## src/rtl/grant_decoder_arb8.sv

```systemverilog
// grant_decoder_arb8: eight-way round-robin arbiter with one-hot grant, hold limit and zero-bubble handover
module grant_decoder_arb8 #(
  parameter int MAX_HOLD = 16
) (
  input  logic       clk,
  input  logic       rst_n,
  input  logic [7:0] req,
  output logic [7:0] gnt,
  output logic [2:0] gnt_idx,
  output logic       gnt_vld
);
  typedef enum logic {IDLE, GRANT} state_t;
  localparam logic [7:0] HOLD_LAST = 8'(MAX_HOLD - 1);
  state_t     r_state, w_state_nxt;
  logic [2:0] r_ptr, w_ptr_nxt, r_idx, w_idx_nxt, w_win;
  logic [7:0] r_gnt, w_gnt_nxt, r_hold, w_hold_nxt;
  logic       r_vld, w_vld_nxt, w_rel, w_others, w_load;
  // rotating priority search: ptr+1 first, ptr itself last
  always_comb begin
    w_win = r_ptr;
    for (int k = 8; k >= 1; k--)
      if (req[r_ptr + 3'(k)]) w_win = r_ptr + 3'(k);
  end
  // release conditions of the current owner and whether anyone else is waiting
  always_comb begin
    w_rel    = !req[r_idx] || (MAX_HOLD != 0 && r_hold == HOLD_LAST);
    w_others = |(req & ~(8'd1 << r_idx));
    w_load   = (r_state == IDLE) ? |req : (w_rel && w_others);
  end
  // next state and registered-output values
  always_comb begin
    w_state_nxt = r_state;
    w_ptr_nxt   = r_ptr;
    w_idx_nxt   = r_idx;
    w_gnt_nxt   = r_gnt;
    w_vld_nxt   = r_vld;
    w_hold_nxt  = r_hold;
    if (w_load) begin
      w_state_nxt = GRANT;
      w_ptr_nxt   = w_win;
      w_idx_nxt   = w_win;
      w_gnt_nxt   = 8'd1 << w_win;
      w_vld_nxt   = 1'b1;
      w_hold_nxt  = 8'd0;
    end else if (r_state == GRANT) begin
      if (!w_rel) begin
        w_hold_nxt = (r_hold == 8'hFF) ? 8'hFF : r_hold + 8'd1;
      end else if (req[r_idx]) begin
        w_hold_nxt = 8'd0;
      end else begin
        w_state_nxt = IDLE;
        w_gnt_nxt   = 8'd0;
        w_vld_nxt   = 1'b0;
        w_hold_nxt  = 8'd0;
      end
    end
  end
  // state and output registers; ptr starts at 7 so the first search begins at client 0
  always_ff @(posedge clk or negedge rst_n) begin
    if (!rst_n) begin
      r_state <= IDLE;
      r_ptr   <= 3'd7;
      r_idx   <= 3'd0;
      r_gnt   <= 8'd0;
      r_vld   <= 1'b0;
      r_hold  <= 8'd0;
    end else begin
      r_state <= w_state_nxt;
      r_ptr   <= w_ptr_nxt;
      r_idx   <= w_idx_nxt;
      r_gnt   <= w_gnt_nxt;
      r_vld   <= w_vld_nxt;
      r_hold  <= w_hold_nxt;
    end
  end
  assign gnt     = r_gnt;
  assign gnt_idx = r_idx;
  assign gnt_vld = r_vld;
endmodule

```

## config.mk

```make
export PLATFORM = sky130hd
export DESIGN_NAME = grant_decoder_arb8
export DESIGN_NICKNAME = d
export VERILOG_FILES = /design/src/rtl/grant_decoder_arb8.sv
export SDC_FILE = /design/constraint.sdc
export NUM_CORES = 1
export LEC_CHECK = 0
export ABC_AREA = 1
export BUFFER_PORTS_ARGS = -buffer_cell sky130_fd_sc_hd__buf_4
export CAP_MARGIN = 20
export CORE_MARGIN = 1
export CORE_UTILIZATION = 59
export CTS_CLUSTER_DIAMETER = 30
export DETAILED_ROUTE_END_ITERATION = 8
export PLACE_DENSITY = 0.8
export SYNTH_ARGS = -nofsm -noshare
export SYNTH_HDL_FRONTEND = slang
export SYNTH_SLANG_ARGS = --single-unit
```

## constraint.sdc

```tcl
create_clock -name clk -period 2.61 [get_ports clk]
set_input_delay 0.1305 -clock clk [delete_from_list [all_inputs] [get_ports clk]]
set_output_delay 0.1305 -clock clk [all_outputs]
set_load 0.005 [all_outputs]
```

# Word level (Yosys, flattened, before mapping)
# Cells that the tools add are included.
[totals]
in_bits = 10
out_inout_bits = 12
regBits = 24
[classes]
n_reduce_logical = 8
n_mux = 40
bitwise = 2
n_eq_ne = 3
n_shift = 2
magnitude_cmp = 8
n_addsub = 8
[op_table]
columns = ["op", "n"]
rows = [
  ["2-to-1 mux 8 bit", 8],
  ["less-than comparator 3 x 4 -> 1 bit (second input constant)", 8],
  ["binary-select mux 1 bit (select 3 bit)", 8],
  ["2-to-1 mux 3 bit", 7],
  ["2-to-1 mux 1 bit", 17],
  ["OR reduction 8 bit", 2],
  ["<< shifter 1 x 3 -> 8 bit (first input constant)", 2],
  ["adder 3 bit (second input constant)", 4],
  ["adder 8 x 1 -> 8 bit (second input constant)", 1],
  ["AND 8 bit", 1],
  ["== test 8 x 4 -> 1 bit (second input constant)", 1],
  ["== test 8 bit (second input constant)", 1],
  ["inverter 8 bit", 1],
  ["adder 3 x 2 -> 3 bit (second input constant)", 2],
  ["nonzero test 2 bit", 2],
  ["adder 3 x 1 -> 3 bit (second input constant)", 1],
  ["AND reduction 3 bit", 1],
  ["inequality test 2 bit (second input constant)", 1],
  ["logical AND 1 bit", 1],
  ["logical NOT 1 bit", 1],
  ["logical OR 1 bit", 1],
]

# Logic depth before layout (Yosys ltp)
[depth]
word_depth = 12
ltp_mapped = 21

# Worst setup path before layout
# No wires, ideal clock.
[synth_timing]
path_type = "reg-to-reg"
startpoint = "register r_ptr[0]"
endpoint = "register r_gnt[5] (netlist: gnt[5])"
stages_incl_launch_ff = 19
setup_ps = 117
t_required_ps = 2493
n_path_buf = 2
setup_slack_ps = 279
arrival_time_ps = 2214
path_cell_list = "dfstp_2 buf_6 inv_4 buf_12 ha_1 inv_1 nand3_1 nand3_2 nand2_2 a21oi_1 nand2_1 nand2_1 nand2_1 nand2_2 nand2_2 nand2_4 nor2_1 nand3_1 nand2_1"
[synth_between]
elab_chain_len = 12
word_cells_on_any_way = 30
cone_classes = "add/sub: 7; shift: 1; mux: 22"
[synth_rtl]
columns = ["element", "line_no", "source"]
rows = [
  ["start: declaration", "15", "logic [2:0] r_ptr, w_ptr_nxt, r_idx, w_idx_nxt, w_win;"],
  ["start signal: assignment", "69", "r_ptr <= w_ptr_nxt;"],
  ["adder 3 bit", "22", "if (req[r_ptr + 3'(k)]) w_win = r_ptr + 3'(k);"],
  ["binary-select mux 1 bit (select 3 bit)", "22", ""],
  ["2-to-1 mux 1 bit (implied by the code)", "22", ""],
  ["2-to-1 mux 3 bit (6 in a row)", "22", ""],
  ["2-to-1 mux 3 bit *", "22", ""],
  ["<< shifter 1 x 3 -> 8 bit *", "42", "w_gnt_nxt = 8'd1 << w_win;"],
  ["2-to-1 mux 8 bit *", "38", "if (w_load) begin"],
  ["end signal: assignment", "71", "r_gnt <= w_gnt_nxt;"],
  ["end: declaration", "16", "logic [7:0] r_gnt, w_gnt_nxt, r_hold, w_hold_nxt;"],
]
# Mark *: on every way between the ends. The rest lies on a longest branch, timed or not. The select of a mux whose other input is x is not followed.
# A chain may end at the register's enable or synchronous reset.

# Final worst setup path
[layout_timing]
startpoint = "register r_ptr[1]"
endpoint = "register r_gnt[5] (netlist: gnt[5])"
# Same word-level chain as after synthesis.

==> results.py <==
metrics = {
    "route": {
        "drtIter0Drc": 164,
        "drc": 0,
        "drt_pre_antenna_iters": 4,
        "drt_wl_total_microns": 4600,
        "vias": 1951,
        "ant_nets": 0,
        "wl_per_cell_microns": 12.8,
        "viasPerCell": 5.42,
    },
    "timing": {
        "hold_ws_ps": 216,
        "hold_viol": 0,
        "setup_tns_ps": 0,
        "rsz0062_at_grt": "no",
        "min_period_ps": 2380,
        "drv_slew": 0,
        "finClkSkew_ps": 17.2,
        "final-setup-viol-count": 0,
        "fin_crit_sh": 0.914,
        "worst_pin_slew_ps": 439,
        "slew_headroom": 0.707,
        "max_freq_mhz": 419,
    },
    "clock_network": {
        "cts.htree.levels": 1,
        "cts_buffers": 3,
        "clk-insertion-delay-late_ps": 330,
        "cts.clk_slew.worst_paths_ps": 140,
        "cts.sinks": 24,
        "cts-root-buf": "clkbuf_4",
        "clock_path_buffers": 2,
        "tritoncts": "built",
    },
    "grt": {
        "antenna_found_initial": 0,
        "grt_pass1_wl_microns": 7800,
        "grt-ovfl-total": 0,
        "grt_pass1_vias": 1753,
        "grt_max_degree": 25,
        "grtUsageTotal": 0.287,
    },
    "synth": {
        "ys.flop_type": "dfrtp_1",
        "synth-simple-area-share": 0.396,
        "synth-xor-area-share": 0.00816,
        "synth.avg_cell_area_sq_um": 6.83,
        "synthAdderAreaFrac": 0.0188,
        "syn_inst": 292,
        "synth_mux_area_frac": 0,
        "yosysWarnings": 0,
        "synth_nets": 305,
        "netlist_area_sq_um": 1990,
        "synth_seq_cells": 24,
        "yosysSeqAreaShare": 0.303,
        "synth_edf_count": 0,
        "async_flop_share": 1.00,
        "synth-compound-area-share": 0.156,
        "ys_types": 33,
        "synth_top_family_by_area": "simple AND/OR/NAND/NOR gates",
    },
    "layout": {
        "final_net_count": 330,
        "final_layout_size_suffix_gt1_frac": 0.250,
        "syn_to_final_growth_pct": 10.9,
        "fillers": 292,
        "antennaDiodeCount": 0,
    },
    "floorplan": {
        "fp-row-count": 20,
        "start_util": 0.638,
        "ioPinCount": 22,
        "chipWidth_microns": 60.1,
        "core-area_sq_um": 3130,
        "dieArea_sq_um": 3620,
        "die_y_microns": 60.1,
    },
    "worst_setup_path": {
        "crit_fanout": 8,
        "startpoint_type": "register",
        "r2r_start": "r_ptr[1]$_DFFE_PN1P_",
        "cp-end-kind": "register",
        "r2r_slack_ps": 230,
        "crit_type": "reg2reg",
        "arrival_ps": 2600,
        "worstRegToRegCells": 12,
        "r2r_end": "gnt[5]$_DFFE_PN0P_",
        "required_ps": 2830,
    },
    "job": {
        "maxCapViolations": 0,
    },
    "run_status": {
        "status": "finished, final reports clean",
    },
    "placement": {
        "gp_congestion": 0.940,
        "io_buffers": 21,
        "dp_hpwl_microns": 3650,
    },
    "min_path": {
        "hold_path_class": "in2async",
    },
}
## cells in the final DEF (no fill, tap or decap), drive strengths merged, types with 2 or more instances in the layout
cell type  synthesis  routed
nand2            100     100
nor2              11      11
buf                5      25
a31oi              2       2
dfrtp             21      21
o21ai             33      33
clkbuf             1       4
o2111ai            2       2
nand3             42      42
nor3               5       5
a21oi             12      12
inv               44      44
dfstp              3       3
ha                 3       3
## state kept, by name (all words and copies together), names as in the netlist
signal   flops
gnt          8
r_hold       8
gnt_idx      3
r_ptr        3
gnt_vld      1
r_state      1
## timing repair
action	in CTS	in global routing
endpoints found under the setup margin	0	13
hold buffers	1	0
setup buffers	0	0
endpoints found under the hold margin	24	0
gates resized for setup	0	2
## worst max path at each step
stage / start / end / slack, ps / cells past startpoint
floorplan: r_ptr[0]$_DFFE_PN1P_ / gnt[5]$_DFFE_PN0P_ / 280 / 18
global placement: r_ptr[0]$_DFFE_PN1P_ / gnt_idx[0]$_DFFE_PN0P_ / 250 / 16
detailed placement: r_ptr[0]$_DFFE_PN1P_ / gnt_idx[0]$_DFFE_PN0P_ / 140 / 16
CTS: r_ptr[0]$_DFFE_PN1P_ / gnt[5]$_DFFE_PN0P_ / 140 / 13
global route: r_ptr[0]$_DFFE_PN1P_ / gnt_idx[0]$_DFFE_PN0P_ / 40 / 17
finish: r_ptr[1]$_DFFE_PN1P_ / gnt[5]$_DFFE_PN0P_ / 230 / 12
## cell families (layout without fill, tap and decap cells)
family          after synthesis  after routing
compound gates               54             54
fa+ha+maj                     3              3
flops                        24             24
xor+xnor                      1              1
buf+inv                      50             74
simple gates                160            160
## area by class of cell
class / instances / area, sq um / area share
well taps: 44 / 55.1 / 0.0249
multi-input cells: 218 / 1160 / 0.523
clock buffers: 4 / 26.3 / 0.0119
inverters: 44 / 170 / 0.0770
repair buffers: 26 / 198 / 0.0894
flip-flops and latches: 24 / 604 / 0.273
## worst max-delay path, cell delays in order, from the launching register on
cell     delay (ps)
dfstp_2         580
buf_4           170
ha_1            200
xor2_2          310
nand3_1         210
o21ai_2         140
inv_1           100
nor2_1          200
inv_1           110
nand2_4         100
nor2_1           50
nand3_1          60
nand2_1          50
## synth_stat cells, drive strengths merged, types with 2 or more instances
cell type	instances	area share
inv	44	0.085
nor3	5	0.013
nand2	100	0.22
dfstp	3	0.040
buf	5	0.031
a21oi	12	0.034
dfrtp	21	0.26
o21ai	33	0.088
nor2	11	0.022
o2111ai	2	0.0088
nand3	42	0.13
a31oi	2	0.0063
ha	3	0.019
## stage by stage
step	cell area (sq um)	util	std cells	worst slack [ps]
global route	2210	0.707	360	43.8
detailed placement	2170	0.694	355	141
CTS	2210	0.706	360	141
floorplan	1990	-	292	279
finish	2210	0.707	360	226
global placement	2170	0.694	355	253
## per-layer routing
layer  global-route usage  vias up  part of all wire
met1                0.404      887              0.48
met2                0.454       54              0.48
met3               0.0303        5             0.033
li1                     -     1005                 -
met5                    0        -                 0
met4               0.0997        0             0.011
Power is not shown: default switching activity piles up to over one toggle a cycle in this logic, so the estimate is an artifact.
